**src/rtl/ifu_fetch_queue_pkg.sv**
```systemverilog
// Shared widths, reset PC and predecoded field layout for the instruction fetch queue.
package ifu_fetch_queue_pkg;
  localparam int IFU_DATA_WIDTH = 32;
  localparam int OPCODE_WIDTH   = 7;
  localparam int ADDR_WIDTH     = 5;
  localparam int FUNC3_WIDTH    = 3;
  localparam int FUNC7_WIDTH    = 7;
  localparam logic [31:0] IFU_RESET_PC = 32'h8000_0000;

  typedef struct packed {
    logic [OPCODE_WIDTH-1:0] op;
    logic [ADDR_WIDTH-1:0]   rd;
    logic [FUNC3_WIDTH-1:0]  func3;
    logic [ADDR_WIDTH-1:0]   rs1;
    logic [ADDR_WIDTH-1:0]   rs2;
    logic [FUNC7_WIDTH-1:0]  func7;
  } ifu_fields_t;
endpackage

```
**src/rtl/ifu_fetch_queue_if.sv**
```systemverilog
// Fetch-queue bus: imem request/response, redirect, and decode handshake.
// All handshakes: a transfer happens on a rising edge where valid && ready; imem responses have no ready.
interface ifu_fetch_queue_if
  import ifu_fetch_queue_pkg::*;
#(
  parameter int DATA_WIDTH = IFU_DATA_WIDTH
);
  logic                    imem_req_valid;
  logic                    imem_req_ready;
  logic [DATA_WIDTH-1:0]   imem_req_addr;
  logic                    imem_resp_valid;
  logic [DATA_WIDTH-1:0]   imem_resp_data;
  logic                    redirect_valid;
  logic [DATA_WIDTH-1:0]   redirect_pc;
  logic                    id_valid;
  logic                    id_ready;
  logic [DATA_WIDTH-1:0]   id_pc;
  logic [DATA_WIDTH-1:0]   id_instr;
  logic [OPCODE_WIDTH-1:0] id_op;
  logic [ADDR_WIDTH-1:0]   id_rs1;
  logic [ADDR_WIDTH-1:0]   id_rs2;
  logic [ADDR_WIDTH-1:0]   id_rd;
  logic [FUNC3_WIDTH-1:0]  id_func3;
  logic [FUNC7_WIDTH-1:0]  id_func7;

  modport master (
    output imem_req_valid, imem_req_addr,
    input  imem_req_ready, imem_resp_valid, imem_resp_data,
    input  redirect_valid, redirect_pc, id_ready,
    output id_valid, id_pc, id_instr, id_op, id_rs1, id_rs2, id_rd, id_func3, id_func7
  );

  modport slave (
    input  imem_req_valid, imem_req_addr,
    output imem_req_ready, imem_resp_valid, imem_resp_data,
    output redirect_valid, redirect_pc, id_ready,
    input  id_valid, id_pc, id_instr, id_op, id_rs1, id_rs2, id_rd, id_func3, id_func7
  );
endinterface

```
**src/rtl/ifu_predecoder.sv**
```systemverilog
// Combinational RV32 field extraction used at the enqueue or head point of the fetch queue.
module ifu_predecoder
  import ifu_fetch_queue_pkg::*;
(
  input  logic [31:0]  i_instr,
  output ifu_fields_t  o_fields
);
  always_comb begin
    o_fields       = '0;
    o_fields.op    = i_instr[6:0];
    o_fields.rd    = i_instr[11:7];
    o_fields.func3 = i_instr[14:12];
    o_fields.rs1   = i_instr[19:15];
    o_fields.rs2   = i_instr[24:20];
    o_fields.func7 = i_instr[31:25];
  end
endmodule

```
**src/rtl/ifu_fetch_queue.sv**
```systemverilog
// Instruction fetch queue: sequential PC generation, credit-limited imem requests, DEPTH-entry FIFO to decode.
// IFU_PREDECODE_EN: predecode at enqueue and store fields; otherwise decode the head combinationally.
module ifu_fetch_queue
  import ifu_fetch_queue_pkg::*;
#(
  parameter int                    DATA_WIDTH = IFU_DATA_WIDTH,
  parameter int                    DEPTH      = 4,
  parameter logic [DATA_WIDTH-1:0] RESET_PC   = IFU_RESET_PC
)(
  input  logic                         clk,
  input  logic                         rst_n,
  ifu_fetch_queue_if.master            bus,
  output logic [$clog2(DEPTH+1)-1:0]   o_dbg_count,
  output logic [$clog2(DEPTH+1)-1:0]   o_dbg_outstanding,
  output logic [$clog2(DEPTH+1)-1:0]   o_dbg_drop
);
  localparam int CNT_W = $clog2(DEPTH+1);
  localparam int PTR_W = $clog2(DEPTH);

  logic                  r_run;
  logic [DATA_WIDTH-1:0] r_pc;
  logic [CNT_W-1:0]      r_count, r_out, r_drop;
  logic [PTR_W-1:0]      r_wr_ptr, r_rd_ptr, r_ip_wr, r_ip_rd;
  logic [DATA_WIDTH-1:0] r_q_pc    [DEPTH];
  logic [DATA_WIDTH-1:0] r_q_instr [DEPTH];
  logic [DATA_WIDTH-1:0] r_ip_pc   [DEPTH];

  logic                  w_req_valid, w_req_fire, w_resp_ok, w_enq, w_deq, w_head_valid;
  logic [CNT_W-1:0]      w_out_next;
  logic [DATA_WIDTH-1:0] w_id_pc, w_id_instr;
  ifu_fields_t           w_head_fields;

  // Credit: queued entries plus outstanding requests never exceed DEPTH, so the FIFO cannot overflow.
  assign w_req_valid  = r_run && !bus.redirect_valid &&
                        (({1'b0, r_count} + {1'b0, r_out}) < (CNT_W+1)'(DEPTH));
  assign w_req_fire   = w_req_valid && bus.imem_req_ready;
  assign w_resp_ok    = bus.imem_resp_valid && (r_out != '0);
  assign w_enq        = w_resp_ok && (r_drop == '0) && !bus.redirect_valid;
  assign w_head_valid = (r_count != '0);
  assign w_deq        = w_head_valid && bus.id_ready;
  assign w_out_next   = r_out + CNT_W'(w_req_fire) - CNT_W'(w_resp_ok);

  always_ff @(posedge clk or negedge rst_n) begin
    if (!rst_n) begin
      r_run    <= 1'b0;
      r_pc     <= RESET_PC;
      r_count  <= '0;
      r_out    <= '0;
      r_drop   <= '0;
      r_wr_ptr <= '0;
      r_rd_ptr <= '0;
      r_ip_wr  <= '0;
      r_ip_rd  <= '0;
    end else begin
      r_run <= 1'b1;
      r_out <= w_out_next;
      if (bus.redirect_valid) begin
        // Everything still in flight belongs to the old path.
        r_pc     <= bus.redirect_pc;
        r_drop   <= w_out_next;
        r_count  <= '0;
        r_wr_ptr <= '0;
        r_rd_ptr <= '0;
        r_ip_wr  <= '0;
        r_ip_rd  <= '0;
      end else begin
        if (w_req_fire) begin
          r_pc    <= r_pc + DATA_WIDTH'(4);
          r_ip_wr <= r_ip_wr + PTR_W'(1);
        end
        if (w_resp_ok && (r_drop != '0)) r_drop <= r_drop - CNT_W'(1);
        if (w_enq) begin
          r_ip_rd  <= r_ip_rd + PTR_W'(1);
          r_wr_ptr <= r_wr_ptr + PTR_W'(1);
        end
        if (w_deq) r_rd_ptr <= r_rd_ptr + PTR_W'(1);
        r_count <= r_count + CNT_W'(w_enq) - CNT_W'(w_deq);
      end
    end
  end

  always_ff @(posedge clk) begin
    if (w_req_fire) r_ip_pc[r_ip_wr] <= r_pc;
    if (w_enq) begin
      r_q_pc[r_wr_ptr]    <= r_ip_pc[r_ip_rd];
      r_q_instr[r_wr_ptr] <= bus.imem_resp_data;
    end
  end

  assign w_id_pc    = w_head_valid ? r_q_pc[r_rd_ptr]    : '0;
  assign w_id_instr = w_head_valid ? r_q_instr[r_rd_ptr] : '0;

`ifdef IFU_PREDECODE_EN
  ifu_fields_t w_enq_fields;
  ifu_fields_t r_q_fields [DEPTH];

  ifu_predecoder u_predecoder (
    .i_instr  (bus.imem_resp_data[31:0]),
    .o_fields (w_enq_fields)
  );

  always_ff @(posedge clk) begin
    if (w_enq) r_q_fields[r_wr_ptr] <= w_enq_fields;
  end

  assign w_head_fields = w_head_valid ? r_q_fields[r_rd_ptr] : '0;
`else
  ifu_predecoder u_predecoder (
    .i_instr  (w_id_instr[31:0]),
    .o_fields (w_head_fields)
  );
`endif

  assign bus.imem_req_valid = w_req_valid;
  assign bus.imem_req_addr  = r_pc;
  assign bus.id_valid       = w_head_valid;
  assign bus.id_pc          = w_id_pc;
  assign bus.id_instr       = w_id_instr;
  assign bus.id_op          = w_head_fields.op;
  assign bus.id_rs1         = w_head_fields.rs1;
  assign bus.id_rs2         = w_head_fields.rs2;
  assign bus.id_rd          = w_head_fields.rd;
  assign bus.id_func3       = w_head_fields.func3;
  assign bus.id_func7       = w_head_fields.func7;

  assign o_dbg_count       = r_count;
  assign o_dbg_outstanding = r_out;
  assign o_dbg_drop        = r_drop;
endmodule

```
**src/flat_wrapper.sv**
```systemverilog
// flat-port wrapper written by rule: the top's interface ports become plain ports
module ifu_fetch_queue_flat import ifu_fetch_queue_pkg::*;
#(
  parameter int                    DATA_WIDTH = IFU_DATA_WIDTH,
  parameter int                    DEPTH      = 4,
  parameter logic [DATA_WIDTH-1:0] RESET_PC   = IFU_RESET_PC
)
  (clk, rst_n, o_dbg_count, o_dbg_outstanding, o_dbg_drop, bus_imem_req_valid, bus_imem_req_addr, bus_imem_req_ready, bus_imem_resp_valid, bus_imem_resp_data, bus_redirect_valid, bus_redirect_pc, bus_id_ready, bus_id_valid, bus_id_pc, bus_id_instr, bus_id_op, bus_id_rs1, bus_id_rs2, bus_id_rd, bus_id_func3, bus_id_func7);
  ifu_fetch_queue_if #(.DATA_WIDTH(DATA_WIDTH)) bus_i ();
  input  logic clk;
  input  logic rst_n;
  output logic [$clog2(DEPTH+1)-1:0] o_dbg_count;
  output logic [$clog2(DEPTH+1)-1:0] o_dbg_outstanding;
  output logic [$clog2(DEPTH+1)-1:0] o_dbg_drop;
  output wire logic [$bits(bus_i.imem_req_valid)-1:0] bus_imem_req_valid;
  output wire logic [$bits(bus_i.imem_req_addr)-1:0] bus_imem_req_addr;
  input wire logic [$bits(bus_i.imem_req_ready)-1:0] bus_imem_req_ready;
  input wire logic [$bits(bus_i.imem_resp_valid)-1:0] bus_imem_resp_valid;
  input wire logic [$bits(bus_i.imem_resp_data)-1:0] bus_imem_resp_data;
  input wire logic [$bits(bus_i.redirect_valid)-1:0] bus_redirect_valid;
  input wire logic [$bits(bus_i.redirect_pc)-1:0] bus_redirect_pc;
  input wire logic [$bits(bus_i.id_ready)-1:0] bus_id_ready;
  output wire logic [$bits(bus_i.id_valid)-1:0] bus_id_valid;
  output wire logic [$bits(bus_i.id_pc)-1:0] bus_id_pc;
  output wire logic [$bits(bus_i.id_instr)-1:0] bus_id_instr;
  output wire logic [$bits(bus_i.id_op)-1:0] bus_id_op;
  output wire logic [$bits(bus_i.id_rs1)-1:0] bus_id_rs1;
  output wire logic [$bits(bus_i.id_rs2)-1:0] bus_id_rs2;
  output wire logic [$bits(bus_i.id_rd)-1:0] bus_id_rd;
  output wire logic [$bits(bus_i.id_func3)-1:0] bus_id_func3;
  output wire logic [$bits(bus_i.id_func7)-1:0] bus_id_func7;
  assign bus_imem_req_valid = bus_i.imem_req_valid;
  assign bus_imem_req_addr = bus_i.imem_req_addr;
  assign bus_i.imem_req_ready = bus_imem_req_ready;
  assign bus_i.imem_resp_valid = bus_imem_resp_valid;
  assign bus_i.imem_resp_data = bus_imem_resp_data;
  assign bus_i.redirect_valid = bus_redirect_valid;
  assign bus_i.redirect_pc = bus_redirect_pc;
  assign bus_i.id_ready = bus_id_ready;
  assign bus_id_valid = bus_i.id_valid;
  assign bus_id_pc = bus_i.id_pc;
  assign bus_id_instr = bus_i.id_instr;
  assign bus_id_op = bus_i.id_op;
  assign bus_id_rs1 = bus_i.id_rs1;
  assign bus_id_rs2 = bus_i.id_rs2;
  assign bus_id_rd = bus_i.id_rd;
  assign bus_id_func3 = bus_i.id_func3;
  assign bus_id_func7 = bus_i.id_func7;
  ifu_fetch_queue #(.DATA_WIDTH(DATA_WIDTH), .DEPTH(DEPTH), .RESET_PC(RESET_PC)) u_core (.clk(clk), .rst_n(rst_n), .bus(bus_i), .o_dbg_count(o_dbg_count), .o_dbg_outstanding(o_dbg_outstanding), .o_dbg_drop(o_dbg_drop));
endmodule
```
**config.mk**
```make
export PLATFORM = sky130hd
export DESIGN_NAME = ifu_fetch_queue_flat
export DESIGN_NICKNAME = d
export VERILOG_FILES = /design/src/rtl/ifu_fetch_queue_pkg.sv /design/src/rtl/ifu_fetch_queue_if.sv /design/src/rtl/ifu_predecoder.sv /design/src/rtl/ifu_fetch_queue.sv /design/src/flat_wrapper.sv
export SDC_FILE = /design/constraint.sdc
export NUM_CORES = 1
export LEC_CHECK = 0
export ABC_AREA = 1
export BUFFER_PORTS_ARGS = -buffer_cell sky130_fd_sc_hd__buf_4
export CORE_ASPECT_RATIO = 0.8
export CORE_MARGIN = 2
export CORE_UTILIZATION = 48
export CTS_BUF_LIST = sky130_fd_sc_hd__clkbuf_2 sky130_fd_sc_hd__clkbuf_4 sky130_fd_sc_hd__clkbuf_8
export DETAILED_ROUTE_END_ITERATION = 8
export GPL_ROUTABILITY_DRIVEN = 0
export PLACE_DENSITY = 0.67
export SLEW_MARGIN = 20
export SYNTH_ARGS = -nofsm -noshare
export SYNTH_HDL_FRONTEND = slang
export SYNTH_SLANG_ARGS = --single-unit
```
**constraint.sdc**
```tcl
create_clock -name clk -period 6.1 [get_ports clk]
set_clock_uncertainty 0.1 [all_clocks]
set_input_delay 0.305 -clock clk [delete_from_list [all_inputs] [get_ports clk]]
set_output_delay 0.305 -clock clk [all_outputs]
set_load 0.005 [all_outputs]
```
==> results of run 1 <==
Yosys cell counts (all sizes together) (9+ instances only):
master	number	share of area (%)
a21oi	67	1.8
buf	75	2.4
clkbuf	38	0.78
dfrtp	49	6.7
edfxtp	384	63
ha	17	1.2
inv	76	1.6
nand2	218	4.5
nand3	53	1.5
nor2	386	8.1
o21ai	206	5.6
o22ai	32	1.1
xor2	9	0.43
registers in the layout (all words and copies together), names as in the netlist:
name and cells:
u_core.r_q_pc 128, u_core.r_rd_ptr 2, u_core.o_dbg_outstanding 3, u_core.o_dbg_drop 3, u_core.o_dbg_count 3, u_core.r_q_instr 128
u_core.r_run 1, u_core.r_ip_rd 2, u_core.r_ip_pc 128, u_core.r_ip_wr 2, u_core.r_wr_ptr 2, u_core.bus.imem_req_addr 32
through the flow:
stage          hold WS, ns  std cells  util, %
2_1_floorplan     -0.09059       1631        -
3_3_place_gp        0.2986       2230    53.71
3_5_place_dp        0.2941       2230    53.71
4_1_cts            0.04172       2420    59.28
5_1_grt            0.07182       2420    59.28
6_report           0.05913       2420    59.28
cells by family (layout without fill, tap and decap cells):
family,count (synthesis),count (layout),share of synthesized area [%]
compound gates,311,311,8.821
xor+xnor,15,15,0.7191
fa+ha+maj,19,19,1.383
buf+inv,190,492,4.801
flops,434,434,69.97
other cells,1,1,0.02053
simple gates,661,661,14.29
worst max-delay path: stages (launching register included):
cell      delay [ns]
dfrtp_4         0.82
clkinv_2        0.88
buf_4           0.59
o21ai_0         0.28
a21oi_1         0.12
buf_4           0.17
repair_timing:
action                                 4_1_cts  5_1_grt
buffers inserted                             0        0
hold buffers                                66        0
endpoints found under the hold margin      210        0
layout make-up:
class / instances / area share (%)
tap: 487 / 2.757
clock inverter: 27 / 1.013
inverter: 77 / 1.313
timing repair buffer: 291 / 10.63
clock buffer: 97 / 5.389
multi-input combinational: 1007 / 21.04
sequential: 434 / 57.86
power breakdown:
part / total, uW / internal (uW) / leakage [uW] / switching [uW]
clock network: 2530 / 1400 / 0.000745 / 1130
registers: 3750 / 3520 / 0.00408 / 233
logic: 2320 / 970 / 0.00361 / 1350
worst max-delay path by stage:
stage                              to  slack, ns                 start
2_1_floorplan  u_core.r_q_instr[0][0]       1.79  u_core.o_dbg_drop[0]
3_3_place_gp             bus_id_pc[1]       2.91    u_core.r_rd_ptr[0]
3_5_place_dp      u_core.r_q_pc[1][6]       2.82  u_core.o_dbg_drop[1]
4_1_cts                 bus_id_pc[16]       2.21    u_core.r_rd_ptr[0]
5_1_grt                  bus_id_pc[9]       1.91    u_core.r_rd_ptr[0]
6_report                bus_id_pc[21]       2.20    u_core.r_rd_ptr[0]
layer usage:
metal	vias to the layer above	track usage (%)
li1	6073	-
met1	6166	32.68
met2	482	33.99
met3	60	4.085
met4	0	6.616
met5	-	0
==> summary.txt, run 1 <==
Critical path
  – Crit path kind: register to primary output
  – R2r endpoint: u_core.r_q_pc[1][17]
  – Crit. End Element: primary output
  – Worst Path Required: 5.69 ns
  – Worst setup SP type: register
  – Reg2reg path depth: 7
  – R2r setup slk: 2.85 ns
  – Critical-path maximum fanout: 73
  – Worst R2R Start: u_core.o_dbg_drop[1]
  – Arr. time, crit path: 3.49 ns

Route
  – # DRC: 0
  – Wirelength per Cell: 18.18 um
  – DR pass1 iterations: 5
  – WL met3: 3002 um
  – First DRT Iteration DRCs: 1093
  – M1 WL: 20750 um
  – Via density: 5.281
  – Detailed-route via count: 12781
  – DR top layer: met4
  – Met2 wire length: 19490 um
  – Total Routed Length: 44000 um
  – Antenna viol nets, final: 0

Synth
  – Mapped cell area: 18270 um^2
  – Post-Synthesis Cells: 1631
  – Post-synth ARST share: 11.52%
  – Seq cells post-synth: 434
  – Post-synthesis sequential area ratio: 69.97%
  – Synth Flop Type: edfxtp_1
  – Yosys warnings: 0
  – EDFF count, synth: 384
  – Unique masters post-synth: 29
  – Net Count, Synth: 1720
  – Syn Area/Cell: 11.20 um^2

Global routing
  – Initial antenna violation count: 0
  – Grt ovf: 0
  – Vias in the first global route: 12315
  – GR Util All Layers: 22.25%
  – First-pass GRT wire length: 68260 um
  – Largest net degree at the start of global routing: 79

Job
  – Max-cap viol count: 0

Finish
  – Layout cell share with drive strength beyond 1: 19.09%
  – Most frequent cells in the layout: 384 x edfxtp_1, 368 x nor2_1, 225 x buf_4, 214 x nand2_1, 206 x o21ai_0
  – Fillers: 2962
  – Ant diodes: 0
  – Most common cell after layout, fill and taps aside: edfxtp_1
  – Multi-input logic area: 4649 um^2
  – Layout Nets: 1969
  – Area grow syn2layout: 20.98%
  – Reg area: 12790 um^2
  – Finished layout cell area: 22100 um^2

Clock network
  – Clock Latency Late Sink: 0.60 ns
  – Post-cts resize count: 0
  – Clk sink count: 434
  – TritonCTS clock tree: done
  – CTS H-tree depth: 3
  – CTS Buf Count: 69
  – Clk slew on worst S/H paths: 0.06 ns
  – Clock root cell: clkbuf_8
  – Clk buf depth: 3

Floorplan
  – FP Rows: 63
  – Core box area: 37280 um^2
  – I/O pin count: 209
  – Width of the die: 222.1 um
  – Die area: 39650 um^2
  – Die Height: 178.5 um
  – Initial Utilization: 49.00%

STA
  – Setup TNS: 0 ns
  – Tightest Pin Transition: 1.111 ns
  – Final worst setup slack: 2.205 ns
  – Min Tclk post-route: 3.895 ns
  – Slew headroom: 25.88%
  – RSZ-0062 raised after global routing: no
  – Slew Viols, Final: 0
  – Final setup vio count: 0
  – Final hold viol count: 0
  – Achievable clock frequency: 0.2567 GHz
  – Final Cycle Share: 63.86%

Pwr
  – Total power draw: 8603 uW
  – Leak pwr: 0.008433 uW
  – PwrDens: 389.3 nW/um^2
  – Max IR drop VDD: 0.2200 mV

Worst hold path
  – End of the worst hold path: u_core.bus.imem_req_addr[1]
  – Worst Min Path Start: bus_redirect_valid
  – Hold path depth: 3
  – Hold Crit Class: primary input to register

Placement
  – Hpwl dp: 26120 um
  – Placed inst area: 20030 um^2
  – DP Worst Slack: 2.823 ns
  – IO Port Bufs: 208

Outcome
  – Status: finished, final reports clean
Power figures use the tool's default switching activity.
==> inputs of run 2 (changes only) <==
- clock period: 6.1 -> 3.6 ns (I/O delays scaled with it)
==> run 2 against run 1 <==
Net effect:
- power grew 68%
- combinational power grew 75%
- register-to-register slack lost 1.8 ns
- sequential power grew 68%
==> summary.txt, run 2 (synthesis results as in run 1) <==
Clock network
  – Clk sink count: 434 (unchanged)
  – Clk buf depth: 3 (unchanged)
  – CTS Buf Count: 70 (+1.4%)
  – Post-cts resize count: 0 (unchanged)
  – Clk slew on worst S/H paths: 0.06 ns (about the same)
  – TritonCTS clock tree: done
  – CTS H-tree depth: 3 (unchanged)
  – Clock Latency Late Sink: 0.59 ns (about the same)
  – Clock root cell: clkbuf_8
  – Setup bufs post-CTS: 0 (unchanged)

STA
  – Hold Slack: 0.06497 ns (+0.005838 ns)
  – RSZ-0062 raised after global routing: no
  – Min Tclk post-route: 2.824 ns
  – Final hold viol count: 0 (unchanged)
  – Final setup vio count: 0 (unchanged)
  – Tightest Pin Transition: 0.8323 ns (-0.2783 ns)
  – Slew headroom: 44.51% (+19 points)
  – Final Cycle Share: 78.44%
  – Achievable clock frequency: 0.3541 GHz
  – Slew Viols, Final: 0 (unchanged)
  – Setup TNS: 0 ns (unchanged)

Placement
  – Hpwl dp: 25020 um (-4.2%)
  – IO Port Bufs: 208 (unchanged)

Worst hold path
  – Hold Crit Class: primary input to register
  – Hold path depth: 4 (+1)

Floorplan
  – Core box area: 37280 um^2 (unchanged)
  – Die area: 39650 um^2 (unchanged)
  – Die Height: 178.5 um (unchanged)
  – I/O pin count: 209 (unchanged)
  – Initial Utilization: 49.00% (unchanged)
  – Width of the die: 222.1 um (unchanged)
  – FP Rows: 63 (unchanged)

Finish
  – Area grow syn2layout: 21.71%
  – Layout cell share with drive strength beyond 1: 19.52% (+0.43 points)
  – Most common cell after layout, fill and taps aside: edfxtp_1
  – Layout Nets: 1981 (+0.61%)
  – Top flop regs: u_core.r_ip_pc (128), u_core.r_q_instr (128), u_core.r_q_pc (128)
  – Final core occ: 59.64% (+0.36 points)
  – Ant diodes: 0 (unchanged)
  – Most frequent cells in the layout: 384 x edfxtp_1, 368 x nor2_1, 226 x buf_4, 214 x nand2_1, 206 x o21ai_0

Pwr
  – Leak pwr: 0.008487 uW (+0.64%)
  – Max IR drop VDD: 0.3302 mV (+50%)
  – Total power draw: 14450 uW (+68%)
  – PwrDens: 649.8 nW/um^2 (+67%)

Route
  – DR pass1 iterations: 5 (unchanged)
  – Wirelength per Cell: 17.60 um (-3.2%)
  – Detailed-route via count: 12643 (-1.1%)
  – Total Routed Length: 42840 um (-2.6%)
  – Antenna viol nets, final: 0 (unchanged)
  – Via density: 5.194 (-1.6%)
  – # DRC: 0 (unchanged)
  – First DRT Iteration DRCs: 993 (-9.1%)

Critical path
  – Crit. End Element: primary output
  – Worst Setup SP: u_core.r_rd_ptr[0]
  – R2r setup slk: 1.02 ns (-1.83 ns)
  – Worst R2R Start: u_core.o_dbg_count[1]
  – R2r endpoint: u_core.o_dbg_drop[1]
  – Worst Setup EP: bus_id_instr[0]
  – Worst setup SP type: register
  – Worst Path Required: 3.32 ns (-2.37 ns)
  – Reg2reg path depth: 13 (+6)
  – Arr. time, crit path: 2.54 ns (-0.95 ns)
  – Critical-path maximum fanout: 77 (+5.5%)
  – Crit path kind: register to primary output

Global routing
  – GR Util All Layers: 21.65% (-0.59 points)
  – Vias in the first global route: 12178 (-1.1%)
  – Initial antenna violation count: 0 (unchanged)
  – Largest net degree at the start of global routing: 115 (+46%)
  – Grt ovf: 0 (unchanged)
  – First-pass GRT wire length: 66470 um (-2.6%)

Outcome
  – Status: finished, final reports clean

Job
  – Max-cap viol count: 0 (unchanged)
[run 2: changes by cell type in the layout (fill, tap and decap cells not counted), moves of 2 or more]
| cell | previous run | this run |
|---|---|---|
| inv_6 | 3 | 1 |
| clkinv_2 | 6 | 9 |
| clkinv_1 | 13 | 15 |
| clkinvlp_4 | 2 | 4 |
| clkbuf_8 | 74 | 72 |
| inv_8 | 2 | 0 |
| clkbuf_4 | 23 | 26 |
| buf_12 | 0 | 9 |
| bufinv_16 | 3 | 1 |
[run 2: per-layer routing]
layer  global-route usage, %  share of wire, %  vias up
met5                       0                 0        -
met3                   3.805               5.8       59
li1                        -                 -     6110
met4                   6.475               1.7        0
met1                   31.08                47     6087
met2                   34.08                46      387
[run 2: final cells by class]
type / instances / area, um^2
Tap cell: 487 / 609.3
Fill cell: 3026 / 15050
Timing Repair Buffer: 302 / 2547
Inverter: 77 / 289.0
Clock buffer: 98 / 1186
Sequential cell: 434 / 12790
Clock inverter: 29 / 166.4
Multi-Input combinational cell: 1007 / 4649
[run 2: how the worst min path moves through the flow]
stage | start | end
6_report | bus_redirect_valid | u_core.bus.imem_req_addr[0]
2_1_floorplan | rst_n | u_core.bus.imem_req_addr[0]
5_1_grt | bus_redirect_valid | u_core.bus.imem_req_addr[0]
3_5_place_dp | rst_n | u_core.r_run
4_1_cts | bus_redirect_valid | u_core.bus.imem_req_addr[0]
3_3_place_gp | rst_n | u_core.r_run
[run 2: repair_timing]
item,4_1_cts,5_1_grt
endpoints found under the setup margin,0,0
hold buffers,67,0
endpoints found under the hold margin,214,0
[run 2: through the flow]
| step | instances | cell area (um^2) | worst slack (ns) |
|---|---|---|---|
| after floorplan | 1631 | 18270 | -0.7142 |
| after global placement | 2240 | 20210 | 1.093 |
| after detailed placement | 2240 | 20210 | 1.032 |
| after CTS | 2434 | 22240 | 0.7472 |
| after global routing | 2434 | 22240 | 0.6226 |
| final | 2434 | 22240 | 0.7761 |
[run 2: worst max-delay path, cell delays in order, from the launching register on]
cell and delay, ns:
dfrtp_4 0.60, inv_2 0.39, buf_12 0.33, o21ai_0 0.14, a21oi_1 0.28, buf_4 0.17
[run 2: where the power goes]
part           internal, uW  switching (uW)
Combinational          1720            2350
Clock                  2210            1860
Sequential             5960             343
Total                  9890            4560
